===== src/rtl/muldiv_unit.sv =====
`default_nettype none
// ============================================================================
// Module   : muldiv_unit
// Purpose  : Iterative MIPS I MULT/MULTU/DIV/DIVU unit owning HI/LO; one radix-2
//            step per cycle, WIDTH+2 cycle latency. Optional macro: MULDIV_ABORT_EN
// Revision : 1.0 - initial release
// ============================================================================
module muldiv_unit #(
  parameter int WIDTH = 32
) (
  input  logic             clk_i,
  input  logic             rst_ni,
  input  logic             start_i,
  input  logic [1:0]       op_i,
  input  logic [WIDTH-1:0] rs_data_i,
  input  logic [WIDTH-1:0] rt_data_i,
  input  logic             mthi_i,
  input  logic             mtlo_i,
  input  logic [WIDTH-1:0] wdata_i,
`ifdef MULDIV_ABORT_EN
  input  logic             abort_i,
`endif
  output logic             busy_o,
  output logic             done_o,
  output logic [WIDTH-1:0] hi_o,
  output logic [WIDTH-1:0] lo_o
);

  localparam int c_CNT_W = (WIDTH > 1) ? $clog2(WIDTH) : 1;
  localparam logic [c_CNT_W-1:0] c_CNT_LAST = c_CNT_W'(WIDTH - 1);

  typedef enum logic [1:0] {
    S_IDLE = 2'd0,
    S_CALC = 2'd1,
    S_FIX  = 2'd2
  } state_t;

  state_t                 r_state;
  state_t                 w_state_nxt;
  logic [c_CNT_W-1:0]     r_cnt;
  logic                   r_is_div;
  logic                   r_neg;
  logic                   r_rem_neg;
  logic                   r_div0;
  logic [WIDTH-1:0]       r_opnd;
  logic [2*WIDTH-1:0]     r_acc;
  logic [WIDTH-1:0]       r_rem;
  logic [WIDTH-1:0]       r_hi;
  logic [WIDTH-1:0]       r_lo;
  logic                   r_done;

  logic                   w_abort;
  logic                   w_accept;
  logic                   w_step;
  logic                   w_commit;
  logic                   w_wr_hi;
  logic                   w_wr_lo;

`ifdef MULDIV_ABORT_EN
  assign w_abort = abort_i;
`else
  assign w_abort = 1'b0;
`endif

  // Operand conditioning at the accepting edge
  logic                   w_signed;
  logic                   w_rs_neg;
  logic                   w_rt_neg;
  logic [WIDTH-1:0]       w_rs_abs;
  logic [WIDTH-1:0]       w_rt_abs;

  assign w_signed = ~op_i[0];
  assign w_rs_neg = w_signed & rs_data_i[WIDTH-1];
  assign w_rt_neg = w_signed & rt_data_i[WIDTH-1];
  assign w_rs_abs = w_rs_neg ? -rs_data_i : rs_data_i;
  assign w_rt_abs = w_rt_neg ? -rt_data_i : rt_data_i;

  // Shift-add multiply: upper half accumulates, multiplier drains from the bottom
  logic [WIDTH:0]         w_mul_sum;
  assign w_mul_sum = {1'b0, r_acc[2*WIDTH-1:WIDTH]}
                   + (r_acc[0] ? {1'b0, r_opnd} : {(WIDTH+1){1'b0}});

  // Restoring divide: WIDTH+1 bit trial remainder, result always fits WIDTH bits
  logic [WIDTH:0]         w_trial;
  logic                   w_ge;
  logic [WIDTH-1:0]       w_rem_nxt;
  assign w_trial   = {r_rem, r_acc[WIDTH-1]};
  assign w_ge      = (w_trial >= {1'b0, r_opnd});
  assign w_rem_nxt = w_ge ? WIDTH'(w_trial - {1'b0, r_opnd}) : w_trial[WIDTH-1:0];

  logic [2*WIDTH-1:0]     w_prod;
  logic [WIDTH-1:0]       w_quo;
  logic [WIDTH-1:0]       w_rmd;
  logic [WIDTH-1:0]       w_res_hi;
  logic [WIDTH-1:0]       w_res_lo;

  // A zero divisor leaves an all-ones quotient that must not be sign-flipped
  assign w_prod   = r_neg ? -r_acc : r_acc;
  assign w_quo    = (r_neg & ~r_div0) ? -r_acc[WIDTH-1:0] : r_acc[WIDTH-1:0];
  assign w_rmd    = r_rem_neg ? -r_rem : r_rem;
  assign w_res_hi = r_is_div ? w_rmd : w_prod[2*WIDTH-1:WIDTH];
  assign w_res_lo = r_is_div ? w_quo : w_prod[WIDTH-1:0];

  always_ff @(posedge clk_i or negedge rst_ni) begin
    if (!rst_ni) begin
      r_state <= S_IDLE;
    end else begin
      r_state <= w_state_nxt;
    end
  end

  always_comb begin
    w_state_nxt = r_state;
    busy_o      = 1'b0;
    w_accept    = 1'b0;
    w_step      = 1'b0;
    w_commit    = 1'b0;
    w_wr_hi     = 1'b0;
    w_wr_lo     = 1'b0;
    case (r_state)
      S_IDLE: begin
        w_wr_hi  = mthi_i;
        w_wr_lo  = mtlo_i;
        w_accept = start_i;
        if (start_i) begin
          w_state_nxt = S_CALC;
        end
      end
      S_CALC: begin
        busy_o = 1'b1;
        if (w_abort) begin
          w_state_nxt = S_IDLE;
        end else begin
          w_step = 1'b1;
          if (r_cnt == c_CNT_LAST) begin
            w_state_nxt = S_FIX;
          end
        end
      end
      S_FIX: begin
        busy_o      = 1'b1;
        w_commit    = ~w_abort;
        w_state_nxt = S_IDLE;
      end
      default: begin
        w_state_nxt = S_IDLE;
      end
    endcase
  end

  always_ff @(posedge clk_i or negedge rst_ni) begin
    if (!rst_ni) begin
      r_cnt     <= '0;
      r_is_div  <= 1'b0;
      r_neg     <= 1'b0;
      r_rem_neg <= 1'b0;
      r_div0    <= 1'b0;
      r_opnd    <= '0;
      r_acc     <= '0;
      r_rem     <= '0;
      r_hi      <= '0;
      r_lo      <= '0;
      r_done    <= 1'b0;
    end else begin
      r_done <= w_commit;
      if (w_wr_hi) begin
        r_hi <= wdata_i;
      end
      if (w_wr_lo) begin
        r_lo <= wdata_i;
      end
      if (w_accept) begin
        r_cnt     <= '0;
        r_is_div  <= op_i[1];
        r_neg     <= w_rs_neg ^ w_rt_neg;
        r_rem_neg <= op_i[1] & w_rs_neg;
        r_div0    <= (rt_data_i == '0);
        r_opnd    <= op_i[1] ? w_rt_abs : w_rs_abs;
        r_acc     <= {{WIDTH{1'b0}}, (op_i[1] ? w_rs_abs : w_rt_abs)};
        r_rem     <= '0;
      end
      if (w_step) begin
        r_cnt <= r_cnt + 1'b1;
        if (r_is_div) begin
          r_acc[WIDTH-1:0] <= {r_acc[WIDTH-2:0], w_ge};
          r_rem            <= w_rem_nxt;
        end else begin
          r_acc <= {w_mul_sum, r_acc[WIDTH-1:1]};
        end
      end
      if (w_commit) begin
        r_hi <= w_res_hi;
        r_lo <= w_res_lo;
      end
    end
  end

  assign done_o = r_done;
  assign hi_o   = r_hi;
  assign lo_o   = r_lo;

endmodule
`default_nettype wire


===== config.mk =====
export PLATFORM = sky130hd
export DESIGN_NAME = muldiv_unit
export DESIGN_NICKNAME = d
export VERILOG_FILES = /design/src/rtl/muldiv_unit.sv
export SDC_FILE = /design/constraint.sdc
export NUM_CORES = 1
export LEC_CHECK = 0
export BUFFER_PORTS_ARGS = -buffer_cell sky130_fd_sc_hd__buf_2
export CAP_MARGIN = 5
export CORE_UTILIZATION = 55
export DETAILED_ROUTE_END_ITERATION = 12
export HOLD_SLACK_MARGIN = 0.03
export PLACE_DENSITY = 0.83
export SYNTH_ARGS = -nofsm -noshare
export SYNTH_HDL_FRONTEND = slang
export SYNTH_SLANG_ARGS = --single-unit

===== constraint.sdc =====
create_clock -name clk_i -period 3.4 [get_ports clk_i]
set_input_delay 0.34 -clock clk_i [delete_from_list [all_inputs] [get_ports clk_i]]
set_output_delay 0.34 -clock clk_i [all_outputs]
set_load 0.05 [all_outputs]

Word-level counts from Yosys, hierarchy flattened
Cells that the tools add are included.
Storage, ports and cells
  bits in registers: 204
  input port bits: 103
  output and inout bits: 66
  logic and storage cells: 74
Operators by class
  add/subtract/negate cells: 8
  $lt $le $gt $ge: 1
  eq/ne operators: 5
  mux-type cells: 33
  bitwise gates (word level): 7
  reduce and logical (&&, ||, !) cells: 7
Operators by type and width (count)
  $mux 32: 19
  $mux 64: 3
  $neg 32->32: 4
  $neg 64->64: 1
  $add 32x32->33: 1
  $ge 33x32->1: 1
  $logic_not 32->1: 1
  $sub 32x32->32: 1
  $mux 5: 2
  $mux 1: 6
  $reduce_bool 2->1: 3
  $add 5x1->5 const B: 1
  $eq 5x5->1 const B: 1
  $and 1x1->1: 4
  $mux 2: 2
  $ne 2x2->1 const B: 2
  $pmux 2 s2: 1
  $eq 2x1->1 const B: 1
  $eq 2x2->1 const B: 1
  $logic_not 2->1: 1
  $not 1->1: 2
  $reduce_and 2->1: 1
  $reduce_or 2->1: 1
  $xor 1x1->1: 1

Depth between registers and ports, before layout
  depth in word-level cells: 7
  depth in mapped cells: 14
  depth with buffers taken out: 12

Worst setup path after synthesis
OpenSTA, ideal clock, no wires.
  path type: register to register
  from: register r_acc[19]
  to: register r_hi[18], in the netlist hi_o[18]
  library setup time: 0.120 ns
  data arrival time: 3.252 ns
  required time: 3.280 ns
  slack: 0.028 ns
  stages on the path, launching flop included: 11
  path buffers: 2
  clock period less this slack: 3.372 ns
  path through: dfrtp_1 -> buf_6 -> or4_4 -> or4_1 -> or4_4 -> nand3b_4 -> or2_1 -> buf_6 -> or4_4 -> or3_1 -> and3_1
On the way
  cells in the longest elaborated chain, start to end: 4
Ends and longest elaborated chain
  from (decl): RTL line 46  | logic [2*WIDTH-1:0] r_acc;
  from (signal assigned): RTL line 179  | r_acc <= {{WIDTH{1'b0}}, (op_i[1] ? w_rs_abs : w_rt_abs)};
  from (signal, indexed assignment): RTL line 185  | r_acc[WIDTH-1:0] <= {r_acc[WIDTH-2:0], w_ge};
  from (signal assigned): RTL line 188  | r_acc <= {w_mul_sum, r_acc[WIDTH-1:1]};
  $neg 64->64: RTL line 98  | assign w_prod = r_neg ? -r_acc : r_acc;
  $mux 64: RTL line 98
  $mux 32: RTL line 101  | assign w_res_hi = r_is_div ? w_rmd : w_prod[2*WIDTH-1:WIDTH];
  $mux 32: RTL line 191  | if (w_commit) begin
  to (signal assigned): RTL line 167  | r_hi <= wdata_i;
  to (signal assigned): RTL line 192  | r_hi <= w_res_hi;
  to (decl): RTL line 48  | logic [WIDTH-1:0] r_hi;
Every way passes these cells.
A chain may end at the register's enable or synchronous reset.

Worst setup path in the final report
  from: register r_acc[31]
  to: register r_rem[30]
On the way
  cells in the longest elaborated chain, start to end: 4
  elaborated cells on any way between the ends: 5
  classes of those cells: add/sub: 1; order compare: 1; mux: 3
Ends and longest elaborated chain
  $sub 32x32->32 / $ge 33x32->1 (equally long branches): RTL line 89, 88
  $mux 32 (*): RTL line 89  | assign w_rem_nxt = w_ge ? WIDTH'(w_trial - {1'b0, r_opnd}) : w_trial[WIDTH-1:0];
  $mux 32 (*): RTL line 184  | if (r_is_div) begin
  $mux 32 (*): RTL line 182  | if (w_step) begin
  to (signal assigned): RTL line 186  | r_rem <= w_rem_nxt;
  to (decl): RTL line 47  | logic [WIDTH-1:0] r_rem;
Mark *: on every way between the ends. The rest lies on a longest branch, timed or not.

==> metrics.csv <==
metric;value;unit
total power;0.0191;W
Area Growth Syn to Fin;14.1;%
post-DP HPWL;41200;um
vias per cell;6.35;
ratio of cells with drive above 1 in the final layout;14.5;%
CP Depth;14;
All-Layer GR Usage;34.8;%
clock power share;13.6;%
Hold WS;0.0626;ns
Critical Path Fanout Max;5;
core area;29000;um2
DIE WIDTH;174;um
multi-input logic area;10600;um2
Wirelength per Cell;20.6;um
violation count after the first detailed-route iteration;2034;
Post-synth top flop;dfrtp_1;
Worst R2R Path Depth;14;
antenna violations before repair;0;
Critical Path RT;3.84;ns
number of diodes;0;
largest net degree at the start of global routing;95;
synth warn;0;
Clock Skew;0.0138;ns
syn_area_per_cell;7.99;um2
PD cells;1020;nW/um2
leading cell type in the layout, fill and taps excluded;nand2_1;
total die area;30400;um2
buffer depth of the longest clock path;3;
FF+latch area;5110;um2
Net Sw Power;0.00983;W
Post-Synthesis Cells;2047;
area of the mapped netlist;16400;um2
GRT overflow;0;
clk slew on worst S/H paths;0.07;ns
outcome;finished, final reports clean;
DRC Markers;0;
CP arrival;3.76;ns
ANT nets after route;0;
clock sinks;204;
global-route wire length before repair;83600;um
max_cap viols;0;
FMAX;301;MHz
synth unique cells;73;
Crit-path slowest cell;fa_1;
nets@finish;2368;
#FFs+latches synth;204;
Yosys top cell by area;dfrtp_1;
Final Critical Period;3.32;ns
RSZ-0062 raised after global routing;no;
setup tns final;0;ns
endpoints failing setup;0;
crit start category;register;
Flop pwr share;23.9;%
static leakage;8.47;nW
CTS tree;done;
DRT Pass-1 Iters;7;
buffer count from post-CTS setup fixing;0;
Largest stage delay, worst path;0.43;ns
syn_nets;2226;
most frequent cells in the layout;277 x nand2_1, 203 x dfrtp_1, 198 x o21ai_0;
H-tree depth;1;
clock tree root driver cell;clkbuf_16;
WP buf/inv;3;
Rows;62;
number of global-route vias before repair;15200;
hold crit path type;input pin to register;
fillcell total;2432;
final core utilization;64.3;%
worst path cell trace;buf_4, inv_1, ha_1, fa_1, nor2b_2, o2111a_1, o211ai_1, a211oi_1, buf_4, a311oi_1, o31ai_1, xor2_1, mux2i_1, a21oi_1;
via count;16400;
share of the synthesized area in the top cell type;31.2;%
post-synthesis sequential area ratio;31.2;%
Logic pwr share;62.5;%
crit-path most repeated cell;buf_4;
number of I/O pins;169;
Int Power;0.00922;W
period utilization;97.7;%
total CTS buffers;23;
I/O Buffers;168;
WL final;53500;um
RD Place Congestion;1.00;
worst-skew pair later-pin latency;0.53;ns
Worst Hold Depth;3;
worst vdd rail ir drop;459;uV
Starting Density;56.4;%
Die Span Y;174;um
crit path kind;register to register;
switching part of the total power;51.6;%
asr flop ratio synth;100;%
Crit path max-delay family;compound AO/OA/AOI/OAI gates;
nature of the critical path endpoint;register;
Worst-Margin Slew;1.22;ns
dominant cells by area after synthesis;dfrtp_1 31%, nand2_1 6.4%, o21ai_0 6.1%;
Hold Vio Cnt, Final;0;
Slew headroom;18.6;%
Post-synth EDFFs;0;
pins over their slew limit;0;
## metrics by stage
step	instance area [um2]	setup slack, ns	instances
finish	18700	0.0794	2590
global route	18700	0.00449	2590
CTS	18600	0.0694	2590
detailed placement	17800	0.116	2547
global placement	17800	0.133	2547
floorplan	16400	0.0280	2047
## worst min-delay path, stage by stage
cell     delay, ns
buf_2         0.09
a22oi_1       0.06
nand2_1       0.07
## registers in the layout (all words and copies together), names as in the netlist
register,flops
r_acc,64
hi_o,32
lo_o,32
r_opnd,32
r_rem,32
r_cnt,5
r_state,2
done_o,1
r_div0,1
r_is_div,1
r_neg,1
r_rem_neg,1
## kinds of logic after synthesis
family                     after synthesis  synth area share (%)
buffers and inverters                  192                  4.50
AOI/OAI and AO/OA                      669                  25.6
adders and majority gates               76                  5.91
and+or+nand+nor                        644                  18.2
muxes                                   68                  4.21
DFF                                    204                  31.2
xor gates and xnor gates               194                  10.4
## cell type report
class / instances / share of cell area [%]
well taps: 384 / 2.57
repair buffers: 245 / 7.93
inverters: 64 / 1.29
multi-input cells: 1651 / 56.6
flip-flops and latches: 204 / 27.4
clock inverters: 13 / 0.758
clock buffers: 29 / 3.47
## synth_stat cells (8+ instances only)
library cell / count
o21ai_0: 198
a21oi_1: 175
or3_1: 27
a22oi_1: 22
dfrtp_1: 204
a31oi_1: 18
o211ai_1: 24
xnor2_1: 103
inv_1: 63
xor2_1: 91
o21a_1: 10
ha_1: 74
buf_1: 15
or4_1: 18
clkbuf_1: 111
nor2_1: 161
nor2b_1: 17
nand3_1: 25
o41ai_1: 17
nand4_1: 10
a22o_1: 32
o21bai_1: 13
nand2_1: 278
nor4_1: 9
nand2b_1: 17
nor3_1: 28
o221ai_1: 8
a211oi_1: 40
o31ai_1: 34
and3_1: 15
mux2i_1: 62
a21o_1: 24
## layer usage
| metal | vias to the layer above | wire length, um | global-route usage, % | part of all wire, % |
|---|---|---|---|---|
| met1 | 7846 | 22700 | 48.1 | 42 |
| met3 | 134 | 4770 | 5.38 | 8.9 |
| met2 | 821 | 23400 | 53.2 | 44 |
| met5 | - | 0 | 0 | 0 |
| met4 | 0 | 2660 | 16.3 | 5.0 |
| li1 | 7645 | - | - | - |
## what timing repair did
action / CTS / global route
endpoints found under the setup margin: 0 / 17
gates resized for setup: 0 / 6
hold buffers: 1 / 0
hold endpoints to repair: 92 / 0
## worst paths after layout
path,start,endpoint,slack [ns]
setup / recovery,r_acc[31],r_rem[30],0.08
hold / removal,wdata_i[9],lo_o[9],0.06
setup reg to reg,r_acc[31],r_rem[30],0.08
hold reg to reg,r_opnd[4],r_opnd[4],0.48
max in group asynchronous,rst_ni,r_rem[16],2.11
min in group asynchronous,rst_ni,r_acc[12],0.45
## power groups by stage
stage / Sequential (W) / Clock (W) / Combinational, W
after floorplan: 0.00552 / 0 / 0.00713
after global placement: 0.00448 / 0 / 0.0113
after detailed placement: 0.00454 / 0 / 0.0116
after CTS: 0.00451 / 0.00259 / 0.0116
after global routing: 0.00467 / 0.00269 / 0.0128
final: 0.00456 / 0.00258 / 0.0119
Power figures use the tool's default switching activity.
